## src/rtl/paddsub_serial.sv

```systemverilog
// paddsub_serial: packed saturating add/sub engine. Two WIDTH-bit operands are
// accepted on a valid/ready handshake. Their nibbles are streamed LSB-first,
// one per cycle, through a single saturating addsub_4bit lane. The collected
// result and the per-nibble saturation flags are then offered on an output
// valid/ready handshake.

// addsub_4bit: one saturating signed add/sub lane (two's complement).
module addsub_4bit #(
  parameter int W = 4
) (
  input  logic [W-1:0] a,
  input  logic [W-1:0] b,
  input  logic         sub,
  output logic [W-1:0] sum
);

  logic [W-1:0] b_eff;
  logic [W-1:0] raw;
  logic         ovf;

  // Add a to b, or to ~b+1 for subtraction; clamp the result on signed overflow.
  always_comb begin
    b_eff = sub ? ~b : b;
    raw   = a + b_eff + {{(W-1){1'b0}}, sub};
    ovf   = (a[W-1] == b_eff[W-1]) && (raw[W-1] != a[W-1]);
    // On overflow both operands share a sign, so the sign of a gives the direction.
    if (ovf) sum = a[W-1] ? {1'b1, {(W-1){1'b0}}} : {1'b0, {(W-1){1'b1}}};
    else     sum = raw;
  end

endmodule

module paddsub_serial #(
  parameter int WIDTH = 16,
  parameter int LANE  = 4
) (
  input  logic                     clk,
  input  logic                     rst_n,
  input  logic                     in_valid,
  output logic                     in_ready,
  input  logic [WIDTH-1:0]         A,
  input  logic [WIDTH-1:0]         B,
  input  logic                     sub,
  output logic                     out_valid,
  input  logic                     out_ready,
  output logic [WIDTH-1:0]         result,
  output logic [(WIDTH/LANE)-1:0]  sat_flags
);

  localparam int NLANE = WIDTH / LANE;
  localparam int IDX_W = (NLANE > 1) ? $clog2(NLANE) : 1;

  typedef enum logic [1:0] {
    IDLE = 2'd0,
    RUN  = 2'd1,
    DONE = 2'd2
  } state_e;

  state_e             state_q, state_d;
  logic [IDX_W-1:0]   idx_q, idx_d;
  logic [WIDTH-1:0]   a_q, a_d;
  logic [WIDTH-1:0]   b_q, b_d;
  logic               sub_q, sub_d;
  logic [WIDTH-1:0]   result_q, result_d;
  logic [NLANE-1:0]   sat_q, sat_d;

  logic [LANE-1:0]    lane_a;
  logic [LANE-1:0]    lane_b;
  logic [LANE-1:0]    lane_sum;
  logic [LANE-1:0]    ovf_b_eff;
  logic [LANE-1:0]    ovf_raw;
  logic               lane_ovf;

  // Select the current nibble from the latched operands, and derive its overflow flag.
  always_comb begin
    lane_a    = a_q[int'(idx_q)*LANE +: LANE];
    lane_b    = b_q[int'(idx_q)*LANE +: LANE];
    ovf_b_eff = sub_q ? ~lane_b : lane_b;
    ovf_raw   = lane_a + ovf_b_eff + {{(LANE-1){1'b0}}, sub_q};
    lane_ovf  = (lane_a[LANE-1] == ovf_b_eff[LANE-1]) &&
                (ovf_raw[LANE-1] != lane_a[LANE-1]);
  end

  addsub_4bit #(.W(LANE)) u_lane (
    .a   (lane_a),
    .b   (lane_b),
    .sub (sub_q),
    .sum (lane_sum)
  );

  // Next-state, datapath update and handshake outputs.
  always_comb begin
    // NOTE: every variable gets a default first, so no path can leave one unassigned and infer a latch.
    state_d   = state_q;
    idx_d     = idx_q;
    a_d       = a_q;
    b_d       = b_q;
    sub_d     = sub_q;
    result_d  = result_q;
    sat_d     = sat_q;
    in_ready  = 1'b0;
    out_valid = 1'b0;

    case (state_q)
      IDLE: begin
        in_ready = 1'b1;
        if (in_valid) begin
          a_d      = A;
          b_d      = B;
          sub_d    = sub;
          result_d = '0;
          sat_d    = '0;
          idx_d    = '0;
          state_d  = RUN;
        end
      end
      RUN: begin
        result_d[int'(idx_q)*LANE +: LANE] = lane_sum;
        sat_d[idx_q]                       = lane_ovf;
        if (idx_q == IDX_W'(NLANE - 1)) begin
          idx_d   = '0;
          state_d = DONE;
        end else begin
          idx_d = idx_q + IDX_W'(1);
        end
      end
      DONE: begin
        out_valid = 1'b1;
        if (out_ready) state_d = IDLE;
      end
      default: state_d = IDLE;
    endcase
  end

  // State and datapath registers, cleared asynchronously.
  always_ff @(posedge clk or negedge rst_n) begin
    if (!rst_n) begin
      state_q  <= IDLE;
      idx_q    <= '0;
      a_q      <= '0;
      b_q      <= '0;
      sub_q    <= 1'b0;
      result_q <= '0;
      sat_q    <= '0;
    end else begin
      // NOTE: non-blocking assignments, so every flop samples pre-edge values regardless of statement order.
      state_q  <= state_d;
      idx_q    <= idx_d;
      a_q      <= a_d;
      b_q      <= b_d;
      sub_q    <= sub_d;
      result_q <= result_d;
      sat_q    <= sat_d;
    end
  end

  assign result    = result_q;
  assign sat_flags = sat_q;

endmodule

```

## config.mk

```make
export PLATFORM = sky130hd
export DESIGN_NAME = paddsub_serial
export DESIGN_NICKNAME = d
export VERILOG_FILES = /design/src/rtl/paddsub_serial.sv
export SDC_FILE = /design/constraint.sdc
export NUM_CORES = 1
export LEC_CHECK = 0
export ABC_AREA = 1
export CORE_UTILIZATION = 45
export DETAILED_ROUTE_END_ITERATION = 6
export DONT_BUFFER_PORTS = 1
export PLACE_DENSITY = 0.61
export SLEW_MARGIN = 20
export SYNTH_ARGS = -nofsm -noshare
export SYNTH_HDL_FRONTEND = slang
export SYNTH_SLANG_ARGS = --single-unit
export TNS_END_PERCENT = 1
```

## constraint.sdc

```tcl
create_clock -name clk -period 6.4 [get_ports clk]
set_input_delay 0.64 -clock clk [delete_from_list [all_inputs] [get_ports clk]]
set_output_delay 0.64 -clock clk [all_outputs]
set_load 0.01 [all_outputs]
```

# Word level (Yosys, flattened, before mapping)
# Cells that the tools add are included.
dict set report word_totals {
  reg_bits 57
  latchBits 0
  mem_bits_rw 0
  mem_bits_ro 0
  input_bits 37
  out_inout_bits 22
  elab_cells 53
  mem_count 0
}
dict set report op_classes {
  n_addsub 4
  mul 0
  div 0
  magnitude_cmp 2
  n_eq_ne 8
  n_shift 4
  muxes 20
  n_bitwise 1
  n_reduce_logical 7
}
# cell count
set ops {}
lappend ops {{4-bit negation with 33-bit output} 1}
lappend ops {{4-bit by 33-bit variable shift with 16-bit output, first input constant} 1}
lappend ops {{4-bit by 33-bit variable part select with 16-bit output} 1}
lappend ops {{16-bit case mux with 2 select lines} 1}
lappend ops {{16-bit by 5-bit variable part select with 4-bit output} 2}
lappend ops {{16-bit bitwise mux} 1}
lappend ops {{16-bit 2-to-1 mux} 1}
lappend ops {{4-bit 2-to-1 mux} 4}
lappend ops {{2-bit 2-to-1 mux} 5}
lappend ops {{4-bit case mux with 2 select lines} 1}
lappend ops {{2-bit inequality test, second input constant} 3}
lappend ops {{2-bit case mux with 3 select lines} 1}
lappend ops {{4-bit by 1-bit adder with 4-bit output} 1}
lappend ops {{4-bit adder} 1}
lappend ops {{4-bit bitwise mux} 1}
lappend ops {{2-bit equality test, second input constant} 2}
lappend ops {{4-bit NOT} 1}
lappend ops {{2-bit case mux with 2 select lines} 1}
lappend ops {{2-bit AND reduction} 2}
lappend ops {{2-bit by 3-bit less-than comparator with 1-bit output, second input constant} 1}
lappend ops {{1-bit 2-to-1 mux} 3}
lappend ops {{3-bit AND reduction} 1}
lappend ops {{2-bit by 1-bit adder with 2-bit output, second input constant} 1}
lappend ops {{1-bit demux with 2-bit select} 1}
lappend ops {{other kinds (7)} 8}

# Logic depth before layout (Yosys ltp)
# Gate-level depths: netlist (run 1).
dict set report logic_depth {
  ltp_word 11
  ltp_mapped 15
  mapped_depth_nobuf 14
}

# Hierarchy
# From an unflattened synthesis (run 1), not the netlist that was laid out.
dict set report unflattened {
  cells_unflattened 384
  hier_area_um2 2942.8
}
# module instances cells_each area_per_inst_um2 seq_area_each_um2
set by_module_without_submodules {}
lappend by_module_without_submodules {paddsub_serial 1 348 2716.4 1426.4}
lappend by_module_without_submodules {addsub_4bit 1 36 226.5 0.0}

# Worst setup path after synthesis (run 1)
# Ideal clock, no wire load.
dict set report synth_timing {
  path_kind {reg2reg}
  startpoint {reg idx_q[0]}
  endpoint {reg result_q[12] (netlist: result[12])}
  setup_time_ns 0.078
  t_arrival_ns 2.721
  required_ns 6.322
  path_slack_ns 3.601
  path_stages_with_launch 16
  n_path_buf 2
  period_less_slack_ns 2.799
  path_cell_list {dfrtp_1 buf_6 inv_6 buf_2 nor2_1 o22ai_1 xor2_1 ha_1 nand2_1 o21ai_0 fa_1 a21boi_2 nand2_4 nand2_2 nand4_1 o21bai_1}
}
dict set report synth_via {
  elab_chain_cells 11
  word_cells_on_any_way 16
  classes_between {3 x add/sub; 2 x eq/ne; 4 x shift; 5 x mux; 1 x bitwise; 1 x reduce/logical}
}
# element line_no
set synth_rtl {}
lappend synth_rtl {{from (decl)} 60} ;# logic [IDX_W-1:0] idx_q, idx_d;
lappend synth_rtl {{from (signal assigned)} 148} ;# idx_q <= idx_d;
lappend synth_rtl {{16-bit by 5-bit variable part select with 4-bit output} 77} ;# lane_b = b_q[int'(idx_q)*LANE +: LANE];
lappend synth_rtl {{4-bit NOT} 23} ;# b_eff = sub ? ~b : b;
lappend synth_rtl {{4-bit 2-to-1 mux} 23}
lappend synth_rtl {{4-bit adder} 24} ;# raw = a + b_eff + {{(W-1){1'b0}}, sub};
lappend synth_rtl {{4-bit by 1-bit adder with 4-bit output} 24}
lappend synth_rtl {{1-bit inequality test} 25} ;# ovf = (a[W-1] == b_eff[W-1]) && (raw[W-1] != a[W-1]);
lappend synth_rtl {{1-bit logical AND} 25}
lappend synth_rtl {{4-bit 2-to-1 mux} 27} ;# if (ovf) sum = a[W-1] ? {1'b1, {(W-1){1'b0}}} : {1'b0, {(W-1){1'b1}}};
lappend synth_rtl {{4-bit by 33-bit variable part select with 16-bit output} 118} ;# result_d[int'(idx_q)*LANE +: LANE] = lane_sum;
lappend synth_rtl {{16-bit bitwise mux (*)} 118}
lappend synth_rtl {{16-bit case mux with 2 select lines (*)} 104} ;# case (state_q)
lappend synth_rtl {{to (signal assigned)} 152} ;# result_q <= result_d;
lappend synth_rtl {{to (decl)} 64} ;# logic [WIDTH-1:0] result_q, result_d;
# Mark *: on every way between the ends. The rest lies on a longest branch, timed or not.
# A chain may end at the register's enable or synchronous reset.

# Worst setup path in the final report (run 1)
dict set report layout_timing {
  startpoint {reg idx_q[0]}
  endpoint {reg result_q[14] (netlist: result[14])}
}
# The elaborated chain is that of the path after synthesis.

==> impl_metrics.py, run 1 <==
metrics = {
    "timing": {
        "hold_viol": 0,
        "clock_skew_ns": 0.00828,
        "rsz0062_at_grt": "no",
        "tns_ns": 0,
        "slew_violations": 0,
        "worst_pin_slew_ns": 0.898,
        "worst_slack_ns": 2.98,
        "fin_crit_ns": 3.42,
        "timing.final.crit_share_pct": 53.4,
        "fmax_ghz": 0.292,
        "max_slew_margin_pct": 40.1,
        "setup_viol_count_final": 0,
    },
    "routing": {
        "drc": 0,
        "drtPass1Iterations": 4,
        "vias_per_cell": 5.11,
        "routedWlPerCell_microns": 13.6,
        "drt_iter0_markers": 56,
        "antenna_left": 0,
        "wl_microns": 5840,
        "via_count": 2194,
    },
    "logic_synthesis": {
        "synth_top_cell_area_share_pct": 50.1,
        "ys_async_sr_fraction_pct": 100,
        "ys_warn_count": 0,
        "synth_top_area_cell": "dfrtp_1",
        "netlist_area_sq_um": 2850,
        "ys_types": 29,
        "syn_nets": 394,
        "yosysSeqAreaShare_pct": 50.1,
        "synth_flop_cell": "dfrtp_1",
        "synth_edf_count": 0,
        "yosys-top-cells-area": "dfrtp_1 (50%), nand2_1 (21%), o21ai_0 (4.0%)",
        "syn_inst": 349,
        "avgSynthCellArea_sq_um": 8.16,
        "ys_ff_latch": 57,
    },
    "run_status": {
        "status": "finished clean",
    },
    "clocking": {
        "max-clock-path-buffers": 2,
        "cts.sinks": 57,
        "h-tree-depth": 3,
        "cts_tree": "yes",
        "clk_latency_ns": 0.34,
        "clk_pin_slew_ns": 0.06,
        "clockRootBuffer": "clkbuf_8",
        "cts_buffers": 9,
    },
    "placed_design": {
        "numPortBuffers": 0,
        "globalplace.congestion": 0.831,
        "place_hpwl_microns": 4180,
        "dp.cells": 413,
        "dp_slack_ns": 2.95,
    },
    "setup_path": {
        "worstPathArrival_ns": 3.67,
        "crit_path_end_kind": "flip-flop",
        "rrSetupSlack_ns": 2.98,
        "cp.buffers_inverters": 1,
        "r2r-end": "result[14]",
        "cp_cell_sequence": "inv_6 > o21ai_0 > o22ai_1 > xor2_1 > ha_1 > a21oi_1 > o21ai_0 > fa_1 > a21boi_2 > nand2_4 > nand2_2 > nand4_1 > o21ai_1",
        "cp_common_cell": "o21ai_0",
        "crit_type": "flip-flop to flip-flop",
        "critPathMaxStageDelay_ns": 0.92,
        "cp.required_ns": 6.65,
        "reg2regPathDepth": 13,
        "reg2reg_from": "idx_q[0]",
        "cp_top_family": "compound AO/OA/AOI/OAI gates",
        "cp_max_fo": 27,
        "crit_path_top_delay_cell": "dfrtp_1",
        "critPathLaunchType": "flip-flop",
        "crit_cells": 13,
    },
    "job": {
        "drv_cap": 0,
    },
    "floorplan": {
        "dieWidth_microns": 81.6,
        "io_pins": 59,
        "floorplan.initialDensity_pct": 47.3,
        "die_y_microns": 81.6,
        "rows": 28,
        "die-area_sq_um": 6650,
        "coreArea_sq_um": 6030,
    },
    "pwr": {
        "ir_drop_uv": 274,
        "p_leak_uw": 0.00161,
        "power_density_nw_per_um2": 657,
    },
    "global_routing": {
        "grt-ovfl-total": 0,
        "grt_first_pass_wirelength_microns": 9520,
        "grt_usage_pct": 19.6,
        "antenna_found_initial": 0,
        "grt_pass1_vias": 2059,
        "grt_max_degree": 58,
    },
    "finish": {
        "most-common-layout-cells": "nand2_1 (157), dfrtp_1 (57), o21ai_0 (23), inv_1 (20), nor2_1 (16)",
        "diodes": 0,
        "drive_above_1_share_pct": 10.5,
        "instances_no_fill": 429,
        "synthToLayoutAreaGrowth_pct": 8.13,
        "layout_commonest_cell": "nand2_1",
        "nets": 395,
    },
    "worst_hold_path": {
        "hp-class": "input port to async pin",
    },
}
synth_stat cells (2+ instances only):
library cell    n
inv_2           2
ha_1            6
dfrtp_1        57
nand3_1         9
nand4_1         6
o22ai_1         4
buf_4           2
o21ai_1         4
o21ai_0        23
fa_1            2
nand3_2         5
nand2_4         2
clkbuf_1        3
o21bai_1        2
nand2_1       157
xor2_1          3
buf_2           5
inv_1          20
nand2_2         9
a22o_1          3
buf_6           2
nor2_1         16
report_power, final:
group          internal (uW)  leakage, uW  switching, uW
logic                    373     0.000784            674
clock network            176    0.0000929            132
registers                514     0.000734            153
total                   1060      0.00161            960
sequential cells by signal, summed over array words and instances (netlist names):
register and flops:
result 16, idx_q 2, state_q 2, b_q 16, a_q 16, sub_q 1
sat_flags 4
cell families (layout without fill, tap and decap cells):
logic type	Yosys count	after routing	share of synthesized area, %
AND/OR/NAND/NOR	207	207	31.2
AO/OA/AOI/OAI	39	39	7.91
adder cells (fa/ha/maj)	8	8	4.04
XOR/XNOR	3	3	0.923
buffers and inverters	35	40	5.80
flip-flops	57	57	50.1
metrics by stage:
| stage | instance area [sq um] | utilization, % | hold slack, ns | total power [uW] |
|---|---|---|---|---|
| finish | 3080 | 51.1 | 0.150 | 2020 |
| floorplan | 2850 | - | 0.344 | 1510 |
| detailed placement | 2880 | 47.7 | 0.346 | 1730 |
| global route | 3080 | 51.1 | 0.167 | 2240 |
| global placement | 2880 | 47.7 | 0.346 | 1690 |
| CTS | 3080 | 51.1 | 0.161 | 2050 |
worst max-delay path by stage:
stage / slack (ns) / from / to
after floorplan: 3.60 / idx_q[0] / result[12]
after global placement: 3.10 / idx_q[0] / result[4]
after detailed placement: 2.95 / idx_q[0] / result[4]
after CTS: 2.94 / idx_q[0] / result[12]
after global routing: 2.68 / idx_q[0] / result[6]
final: 2.98 / idx_q[0] / result[14]
layout make-up:
class                      count  area, sq um
inverter                      23         91.3
multi-input combinational    257         1260
sequential                    57         1430
timing repair buffer           2         35.0
tap                           75         93.8
fill                         619         2950
clock buffer                  11          131
clock inverter                 4         45.0
metal layers:
metal	global-route usage, %	vias up	wire length, microns
met5	0	-	0
met4	6.96	0	81
met3	7.33	8	348
met2	31.4	61	2750
met1	24.1	1019	2660
li1	-	1106	-
worst reg2reg max path, delay by kind of cell (launching register included):
| family | cells | cell delay, ns |
|---|---|---|
| AOI/OAI and AO/OA | 6 | 0.97 |
| DFF | 1 | 0.92 |
| xor gates and xnor gates | 1 | 0.15 |
| buffers and inverters | 1 | 0.18 |
| adders and majority gates | 2 | 0.85 |
| and+or+nand+nor | 3 | 0.28 |
what timing repair did:
action	CTS	global route
hold buffers	1	0
hold endpoints to repair	57	0
gates resized for setup	0	0
buffers inserted	0	0
(Power assumes the default switching activity.)
==> run 2, diff against run 1 <==
- clock period: 6.4 -> 3.25 ns (I/O delays scaled with it)
==> impl_metrics.py, run 2 (synthesis results as in run 1) <==
metrics = {
    "timing": {
        "setup_viol_count_final": 0,
        "timing.final.crit_share_pct": 90.8,
        "clock_skew_ns": 0.00708,
        "worst_pin_slew_ns": 0.594,
        "slew_violations": 0,
        "hold_viol": 0,
        "fin_crit_ns": 2.95,
        "tns_ns": 0,
        "rsz0062_at_grt": "no",
        "fmax_ghz": 0.339,
        "max_slew_margin_pct": 60.3,
        "holdWs_ns": 0.0940,
    },
    "finish": {
        "most-common-layout-cells": "nand2_1 (157), dfrtp_1 (56), o21ai_0 (23), inv_1 (20), nor2_1 (16)",
        "num-fill-cells": 613,
        "nets": 399,
        "synthToLayoutAreaGrowth_pct": 9.23,
        "drive_above_1_share_pct": 11.7,
        "layout_commonest_cell": "nand2_1",
        "stdcell_area_sq_um": 3110,
        "diodes": 0,
    },
    "setup_path": {
        "critPathLaunchType": "flip-flop",
        "crit_path_end_kind": "flip-flop",
        "cp_max_fo": 8,
        "worstPathArrival_ns": 3.20,
        "crit_type": "flip-flop to flip-flop",
        "cp.required_ns": 3.50,
    },
    "routing": {
        "drt_iter0_markers": 79,
        "via_count": 2207,
        "vias_per_cell": 5.09,
        "antenna_left": 0,
        "drc": 0,
        "routedWlPerCell_microns": 14.2,
        "wl_microns": 6160,
        "drtPass1Iterations": 4,
    },
    "worst_hold_path": {
        "hp-class": "input port to flip-flop",
    },
    "global_routing": {
        "grt_pass1_vias": 2165,
        "grt_usage_pct": 20.7,
        "grt_max_degree": 58,
        "antenna_found_initial": 0,
        "grt-ovfl-total": 0,
        "grt_first_pass_wirelength_microns": 10100,
    },
    "floorplan": {
        "die_y_microns": 81.6,
        "floorplan.initialDensity_pct": 47.3,
        "coreArea_sq_um": 6030,
        "dieWidth_microns": 81.6,
        "rows": 28,
        "die-area_sq_um": 6650,
        "io_pins": 59,
    },
    "clocking": {
        "clk_latency_ns": 0.33,
        "clockRootBuffer": "clkbuf_8",
        "cts.sinks": 57,
        "cts_tree": "yes",
        "max-clock-path-buffers": 2,
        "clk_pin_slew_ns": 0.06,
        "h-tree-depth": 3,
        "cts_buffers": 9,
    },
    "placed_design": {
        "placed_area_sq_um": 2900,
        "place_hpwl_microns": 4250,
        "globalplace.congestion": 0.806,
        "numPortBuffers": 0,
    },
    "pwr": {
        "power_density_nw_per_um2": 1290,
        "ir_drop_uv": 750,
        "p_leak_uw": 0.00163,
    },
    "run_status": {
        "status": "finished clean",
    },
    "job": {
        "drv_cap": 0,
    },
}
-- run 2: cell types whose count changed in the layout (fill, tap and decap cells not counted), sizes merged --
cell	before	now
bufinv	1	0
clkbuf	11	13
dlygate4sd3	0	1
buf	2	5
-- run 2: per-layer routing --
layer | track usage [%] | wire length (microns) | part of all wire (%) | up-vias
met5 | 0 | 0 | 0 | -
met4 | 6.96 | 65 | 1.1 | 0
met3 | 6.44 | 286 | 4.6 | 7
met2 | 33.0 | 2830 | 46 | 47
met1 | 26.4 | 2980 | 48 | 1036
li1 | - | - | - | 1117
-- run 2: per-stage QoR --
stage,worst slack (ns),utilization (%),total power [uW],std cells
global route,0.0379,51.6,4450,434
CTS,0.229,51.6,4060,434
floorplan,0.451,-,2970,349
finish,0.299,51.6,4030,434
detailed placement,0.261,48.1,3440,416
global placement,0.397,48.1,3370,416
-- run 2: critical path: stages (launching register included) --
cell and delay [ns]:
dfrtp_1 0.41, inv_1 0.23, o21ai_0 0.13, o22ai_1 0.17
xor2_1 0.27, ha_1 0.28, nand2_1 0.06, o21ai_0 0.11
fa_1 0.54, a21boi_2 0.21, nand2_4 0.09, nand2_2 0.08
nand4_1 0.11, o21bai_1 0.17
-- run 2: power by group --
part	leakage (uW)	internal [uW]	total, uW	switching, uW
Sequential	0.000733	1020	1270	257
Combinational	0.000803	768	2170	1400
Clock	0.0000932	315	583	268
-- run 2: final timing paths --
kind	from	end	slack, ns	cells past startpoint
min	out_ready	state_q[1]	0.09	1
max in group asynchronous	rst_n	result[10]	2.48	2
max reg2reg	idx_q[1]	result[4]	0.30	13
min in group asynchronous	rst_n	result[2]	0.51	2
max	idx_q[1]	result[4]	0.30	13
min reg2reg	a_q[6]	a_q[6]	0.48	2
-- run 2: area by class of cell --
cell class,instances,area [sq um],share of cell area [%]
clock buffers,13,159,5.11
clock inverters,3,15.0,0.483
inverters,23,91.3,2.94
multi-input cells,257,1260,40.4
flip-flops and latches,57,1430,45.9
well taps,75,93.8,3.02
repair buffers,6,67.6,2.17
-- run 2: timing repair --
item | CTS | global route
setup endpoints to repair | 0 | 3
hold endpoints to repair | 57 | 0
hold buffers | 2 | 0
resized for setup | 0 | 1
setup buffers | 0 | 0
